### src/rtl/wbk_param.sv
// Parametrised object write-back: advances data pointer / height / scale remainder.
// Optional macro WBK_STEP2_EN: the scaled loop performs up to two iterations per cycle.
module wbk_param #(
    parameter int DATA_W   = 21,
    parameter int HEIGHT_W = 10,
    parameter int DWIDTH_W = 10,
    parameter int SCALE_W  = 8,
    parameter int FRAC_W   = 5
) (
    input  logic                clk,
    input  logic                reset,
    input  logic                wbkstart,
    input  logic                scaled,
    input  logic [DATA_W-1:0]   data_in,
    input  logic [HEIGHT_W-1:0] height_in,
    input  logic [SCALE_W-1:0]  rem_in,
    input  logic [DWIDTH_W-1:0] dwidth,
    input  logic [SCALE_W-1:0]  vscale,
    output logic [DATA_W-1:0]   newdata,
    output logic [HEIGHT_W-1:0] newheight,
    output logic [SCALE_W-1:0]  newrem,
    output logic                heightnz,
    output logic                busy,
    output logic                wbkdone
);
    typedef enum logic [1:0] {S_IDLE, S_STEP, S_LOOP, S_DONE} state_t;

    localparam logic signed [SCALE_W:0] ONE_LINE = (SCALE_W+1)'(1 << FRAC_W);

    state_t                    r_state, w_next;
    logic [DATA_W-1:0]         r_d, w_d, w_d1, w_d2, w_dl;
    logic [HEIGHT_W-1:0]       r_h, w_h, w_h1, w_h2, w_hl;
    logic signed [SCALE_W:0]   r_r, w_r, w_r1, w_r2, w_rl;
    logic                      w_stop1, w_stop2, w_stopl;
    logic [DATA_W-1:0]         r_pitch;
    logic [SCALE_W-1:0]        r_vs;
    logic                      r_scaled;
    logic [DATA_W-1:0]         r_newdata;
    logic [HEIGHT_W-1:0]       r_newheight;
    logic [SCALE_W-1:0]        r_newrem;

    // One source-line iteration; height exhaustion stops without touching R.
    always_comb begin
        w_d1    = r_d;
        w_h1    = r_h;
        w_r1    = r_r;
        w_stop1 = 1'b1;
        if (r_h != '0) begin
            w_r1    = r_r + $signed({1'b0, r_vs});
            w_d1    = r_d + r_pitch;
            w_h1    = r_h - 1'b1;
            w_stop1 = !w_r1[SCALE_W] || (w_h1 == '0);
        end
        // Second iteration only runs when the first left R < 0 and H != 0.
        w_d2    = w_d1 + r_pitch;
        w_h2    = w_h1 - 1'b1;
        w_r2    = w_r1 + $signed({1'b0, r_vs});
        w_stop2 = !w_r2[SCALE_W] || (w_h2 == '0);
`ifdef WBK_STEP2_EN
        w_dl    = w_stop1 ? w_d1 : w_d2;
        w_hl    = w_stop1 ? w_h1 : w_h2;
        w_rl    = w_stop1 ? w_r1 : w_r2;
        w_stopl = w_stop1 || w_stop2;
`else
        w_dl    = w_d1;
        w_hl    = w_h1;
        w_rl    = w_r1;
        w_stopl = w_stop1;
`endif
    end

    always_comb begin
        w_next = r_state;
        w_d    = r_d;
        w_h    = r_h;
        w_r    = r_r;
        case (r_state)
            S_IDLE: if (wbkstart) begin
                w_next = S_STEP;
                w_d    = data_in;
                w_h    = height_in;
                w_r    = $signed({1'b0, rem_in});
            end
            S_STEP: if (!r_scaled) begin
                w_d    = r_d + r_pitch;
                w_h    = (r_h != '0) ? r_h - 1'b1 : r_h;
                w_next = S_DONE;
            end else begin
                w_r    = r_r - ONE_LINE;
                w_next = w_r[SCALE_W] ? S_LOOP : S_DONE;
            end
            S_LOOP: begin
                w_d    = w_dl;
                w_h    = w_hl;
                w_r    = w_rl;
                w_next = w_stopl ? S_DONE : S_LOOP;
            end
            default: w_next = S_IDLE;
        endcase
    end

    always_ff @(posedge clk) begin
        if (reset) begin
            r_state     <= S_IDLE;
            r_d         <= '0;
            r_h         <= '0;
            r_r         <= '0;
            r_pitch     <= '0;
            r_vs        <= '0;
            r_scaled    <= 1'b0;
            r_newdata   <= '0;
            r_newheight <= '0;
            r_newrem    <= '0;
        end else begin
            r_state <= w_next;
            r_d     <= w_d;
            r_h     <= w_h;
            r_r     <= w_r;
            if (r_state == S_IDLE && wbkstart) begin
                r_pitch  <= DATA_W'(dwidth);
                r_vs     <= vscale;
                r_scaled <= scaled;
            end
            // Results land together with the DONE state so they are valid with wbkdone.
            if (w_next == S_DONE) begin
                r_newdata   <= w_d;
                r_newheight <= w_h;
                r_newrem    <= w_r[SCALE_W-1:0];
            end
        end
    end

    assign newdata   = r_newdata;
    assign newheight = r_newheight;
    assign newrem    = r_newrem;
    assign heightnz  = (r_newheight != '0);
    assign busy      = (r_state != S_IDLE);
    assign wbkdone   = (r_state == S_DONE);
endmodule

### config.mk
export PLATFORM = sky130hd
export DESIGN_NAME = wbk_param
export DESIGN_NICKNAME = d
export VERILOG_FILES = /design/src/rtl/wbk_param.sv
export SDC_FILE = /design/constraint.sdc
export NUM_CORES = 1
export LEC_CHECK = 0
export BUFFER_PORTS_ARGS = -buffer_cell sky130_fd_sc_hd__buf_4
export CORE_MARGIN = 4
export CORE_UTILIZATION = 45
export DETAILED_ROUTE_END_ITERATION = 10
export PLACE_DENSITY = 0.66
export SYNTH_ARGS = -nofsm -noshare
export SYNTH_HDL_FRONTEND = slang
export SYNTH_SLANG_ARGS = --single-unit
### constraint.sdc
create_clock -name clk -period 4.3 [get_ports clk]
set_input_delay 0.86 -clock clk [delete_from_list [all_inputs] [get_ports clk]]
set_output_delay 0.86 -clock clk [all_outputs]
set_load 0.005 [all_outputs]
==> out/results.md <==
- maximum number of pins on one net before global-route repair: 59
- global-route wire length before repair: 27900 um
- area enclosed by the die boundary: 0.0148 mm^2
- Pins Over Slew Limit: 0
- Mapped Nets: 750
- global-route total usage across every layer: 23.6%
- clock tree from TritonCTS: done
- Comb pwr share: 54.2%
- post-synthesis register bit count: 100
- result of the run: finished, final reports clean
- post-CTS clock slew at the launch and capture registers of the worst setup and hold paths: 0.07 ns
- proportion of power drawn by the clock network: 16.1%
- largest stage delay on the critical path: 0.50 ns
- Clock H-tree levels: 3
- power density normalized to cell area: 704 mW/mm^2
- overall power consumption: 4.90 mW
- combined area of all synthesized cells: 0.00582 mm^2
- proportion of netlist area held by the largest area contributor: 34.4%
- minimum period implied by the final worst setup slack: 3.15 ns
- Yosys top cell by area: sky130_fd_sc_hd__dfxtp_1
- Inserted Clock Buffers: 9
- endpoints failing hold: 0
- Worst Path Buf+Inv: 1
- RSZ-0062 raised after global routing: no
- final worst-path setup slack: 1.15 ns
- Starting Density: 46.1%
- mean area per synthesized cell: 8.80 um^2
- vias post-DR: 5493
- via count of the first global-routing pass: 5468
- net total in the final layout: 835
- register area share after synthesis: 34.4%
- crit share post-route: 73.2%
- maximum vdd ir drop: 305 uV
- number of buffers added to fix hold violations after cts: 0
- total congestion overflow: 0
- kind of cell adding the most delay to the critical path: compound AO/OA/AOI/OAI gates
- placement-stage worst setup slack: 1.18 ns
- drt pass-1 iters: 5
- Max-cap violations: 0
- number of synthesized flops with an enable pin: 0
- count of cell types in the netlist: 77
- largest driver fanout on the critical path: 15
- P_int: 2.74 mW
- clock insertion delay at the later pin of the skew report: 0.35 ns
- 1st-iter DRT viols: 363
- share of power burned in registers: 29.8%
- # Post-CTS Setup Buffers: 0
- synth top area cells: sky130_fd_sc_hd__dfxtp_1, sky130_fd_sc_hd__ha_1, sky130_fd_sc_hd__nand2_1
- sum of routed wire length over all layers: 17100 um
- final worst hold slack: 0.461 ns
- post-detailed-route DRC marker count: 0
- area of combinational cells with multiple inputs: 0.00357 mm^2
- count of instances resized after the clock tree is built: 0
- worst-case clock skew: 0.00792 ns
- number of failing setup endpoints in the final timing report: 0
- Critical Path RT: 4.54 ns
- CTS sink count: 100
- worst-path cell chain: ha_1 > fa_1 > a21o_1 > and3_1 > o211ai_2 > a21oi_2 > nor3_4 > buf_4 > mux2_2
- detailed-route vias per instance: 5.95
- Avg WL per Cell: 18.5 um
- type of the most critical hold path: register to register
- die width: 122 um
- fraction of synthesis flops using an asynchronous set or reset pin: 0%
- number of nets with antenna violations after detailed routing: 0
- sort of element at the start of the critical path: register
- register area: 0.00200 mm^2
- cell with the largest stage delay on the worst path: sky130_fd_sc_hd__nor3_4
- antenna violations before repair: 0
- standard-cell rows: 41
- IO Port Bufs: 102
- CP endpoint kind: register
- measured slew at the worst slew-check pin: 0.889 ns
- antenna diode instance count: 0
- Total Neg Setup Slack: 0 ns
- worst rel slew slack: 40.2%
- Synth Flop Type: sky130_fd_sc_hd__dfxtp_1
- top-level port count: 103
- synthesized instance count: 661
- synthesis-to-finish area growth: 19.5%
- start-to-end type of the worst setup path: register to register
- routability congestion estimate from global placement: 0.909
- number of buffers on the longest clock path: 2
- Layout Utilization: 55.1%
- Max Clk Rate: 318 MHz
- warning count from the yosys run: 0
- data arrival time of the worst path: 3.39 ns
- number of filler instances in the final layout: 1199
- net switching fraction of the power: 44.1%
- Die H: 122 um
- total leakage power: 3.01 nW
- Core ar.: 0.0126 mm^2
- CTS root buffer: sky130_fd_sc_hd__clkbuf_16
- NetSw: 2.16 mW
- estimated wirelength of the detail-placed design: 12900 um
- share of post-route cells with drive strength above 1: 22.1%
-- routing by layer --
metal | vias to the layer above | routed length, um | part of all wire (%) | GRT usage, %
li1 | 2660 | - | - | -
met1 | 2637 | 7860 | 46 | 31.4
met2 | 167 | 7970 | 47 | 38.1
met3 | 29 | 937 | 5.5 | 5.62
met4 | 0 | 351 | 2.1 | 6.93
met5 | - | 0 | 0 | 0
-- flip-flops by register name, summed over array words and instances, names as in the netlist --
register and cells:
r_vs 8, r_d 21, r_h 10, r_state 2
newrem 8, newheight 10, r_r 9, r_scaled 1
newdata 21, r_pitch 10
-- synth_stat cells (14+ instances only) --
library cell,n
sky130_fd_sc_hd__a22oi_1,14
sky130_fd_sc_hd__clkbuf_1,22
sky130_fd_sc_hd__dfxtp_1,100
sky130_fd_sc_hd__nand2_1,73
sky130_fd_sc_hd__nor2_1,42
sky130_fd_sc_hd__a21oi_1,50
sky130_fd_sc_hd__mux2_4,15
sky130_fd_sc_hd__nor2b_1,31
sky130_fd_sc_hd__o21ai_0,24
sky130_fd_sc_hd__nand3_1,20
sky130_fd_sc_hd__nor4_1,17
sky130_fd_sc_hd__ha_1,26
-- tightest hold or removal path, stage by stage, from the launching register on --
cell,delay [ns]
sky130_fd_sc_hd__dfxtp_1,0.31
sky130_fd_sc_hd__nand2_1,0.05
sky130_fd_sc_hd__a21oi_1,0.05
-- per-stage QoR --
step,area [um^2],cells
after global placement,6660,907
after floorplan,5820,661
after detailed placement,6660,907
after CTS,6950,923
after global routing,6950,923
final,6950,923
-- cell usage in the layout (no fill, tap or decap), types with 6 or more instances in the layout --
| cell type | count |
|---|---|
| sky130_fd_sc_hd__buf_4 | 110 |
| sky130_fd_sc_hd__dfxtp_1 | 100 |
| sky130_fd_sc_hd__nand2_1 | 73 |
| sky130_fd_sc_hd__a21oi_1 | 50 |
| sky130_fd_sc_hd__nor2_1 | 42 |
| sky130_fd_sc_hd__nor2b_1 | 31 |
| sky130_fd_sc_hd__ha_1 | 26 |
| sky130_fd_sc_hd__o21ai_0 | 24 |
| sky130_fd_sc_hd__nand3_1 | 20 |
| sky130_fd_sc_hd__nor4_1 | 17 |
| sky130_fd_sc_hd__mux2_4 | 15 |
| sky130_fd_sc_hd__a22oi_1 | 14 |
| sky130_fd_sc_hd__inv_1 | 13 |
| sky130_fd_sc_hd__a21o_1 | 12 |
| sky130_fd_sc_hd__nand4_1 | 11 |
| sky130_fd_sc_hd__nor3_1 | 11 |
| sky130_fd_sc_hd__o31ai_1 | 10 |
| sky130_fd_sc_hd__a211oi_1 | 10 |
| sky130_fd_sc_hd__clkbuf_16 | 9 |
| sky130_fd_sc_hd__and3_1 | 8 |
| sky130_fd_sc_hd__xnor2_1 | 7 |
| sky130_fd_sc_hd__mux2_2 | 7 |
| sky130_fd_sc_hd__and2_1 | 6 |
| sky130_fd_sc_hd__o21a_1 | 6 |
-- layout make-up --
class / count / share of cell area [%]
timing repair buffer: 110 / 11.9
multi-input combinational: 511 / 51.3
tap: 172 / 3.10
inverter: 14 / 0.756
sequential: 100 / 28.8
clock buffer: 11 / 3.49
clock inverter: 5 / 0.630
-- path summary, 6_finish.rpt --
kind | slack (ns) | cells past startpoint | startpoint | endpoint
max reg2reg | 1.15 | 9 | r_r[0] | newdata[8]
max | 1.15 | 9 | r_r[0] | newdata[8]
min reg2reg | 0.46 | 2 | r_vs[5] | r_vs[5]
min | 0.46 | 2 | r_vs[5] | r_vs[5]
-- power by group through the flow --
stage	clock, mW	combinational, mW	sequential, mW
4_1_cts	0.807	2.65	1.45
3_5_place_dp	0	2.64	1.47
6_report	0.787	2.65	1.46
3_3_place_gp	0	2.60	1.46
5_1_grt	0.846	2.92	1.50
2_1_floorplan	0	1.93	1.40
-- cell families (layout without fill, tap and decap cells) --
kind of cell	after synthesis	in the layout	synth area share, %
AO/OA/AOI/OAI	196	196	24.3
XOR/XNOR	11	11	1.79
adder cells (fa/ha/maj)	28	28	6.28
buffers and inverters	50	140	4.22
flip-flops	100	100	34.4
multiplexers	25	25	5.74
AND/OR/NAND/NOR	251	251	23.2
(Power assumes the default switching activity.)
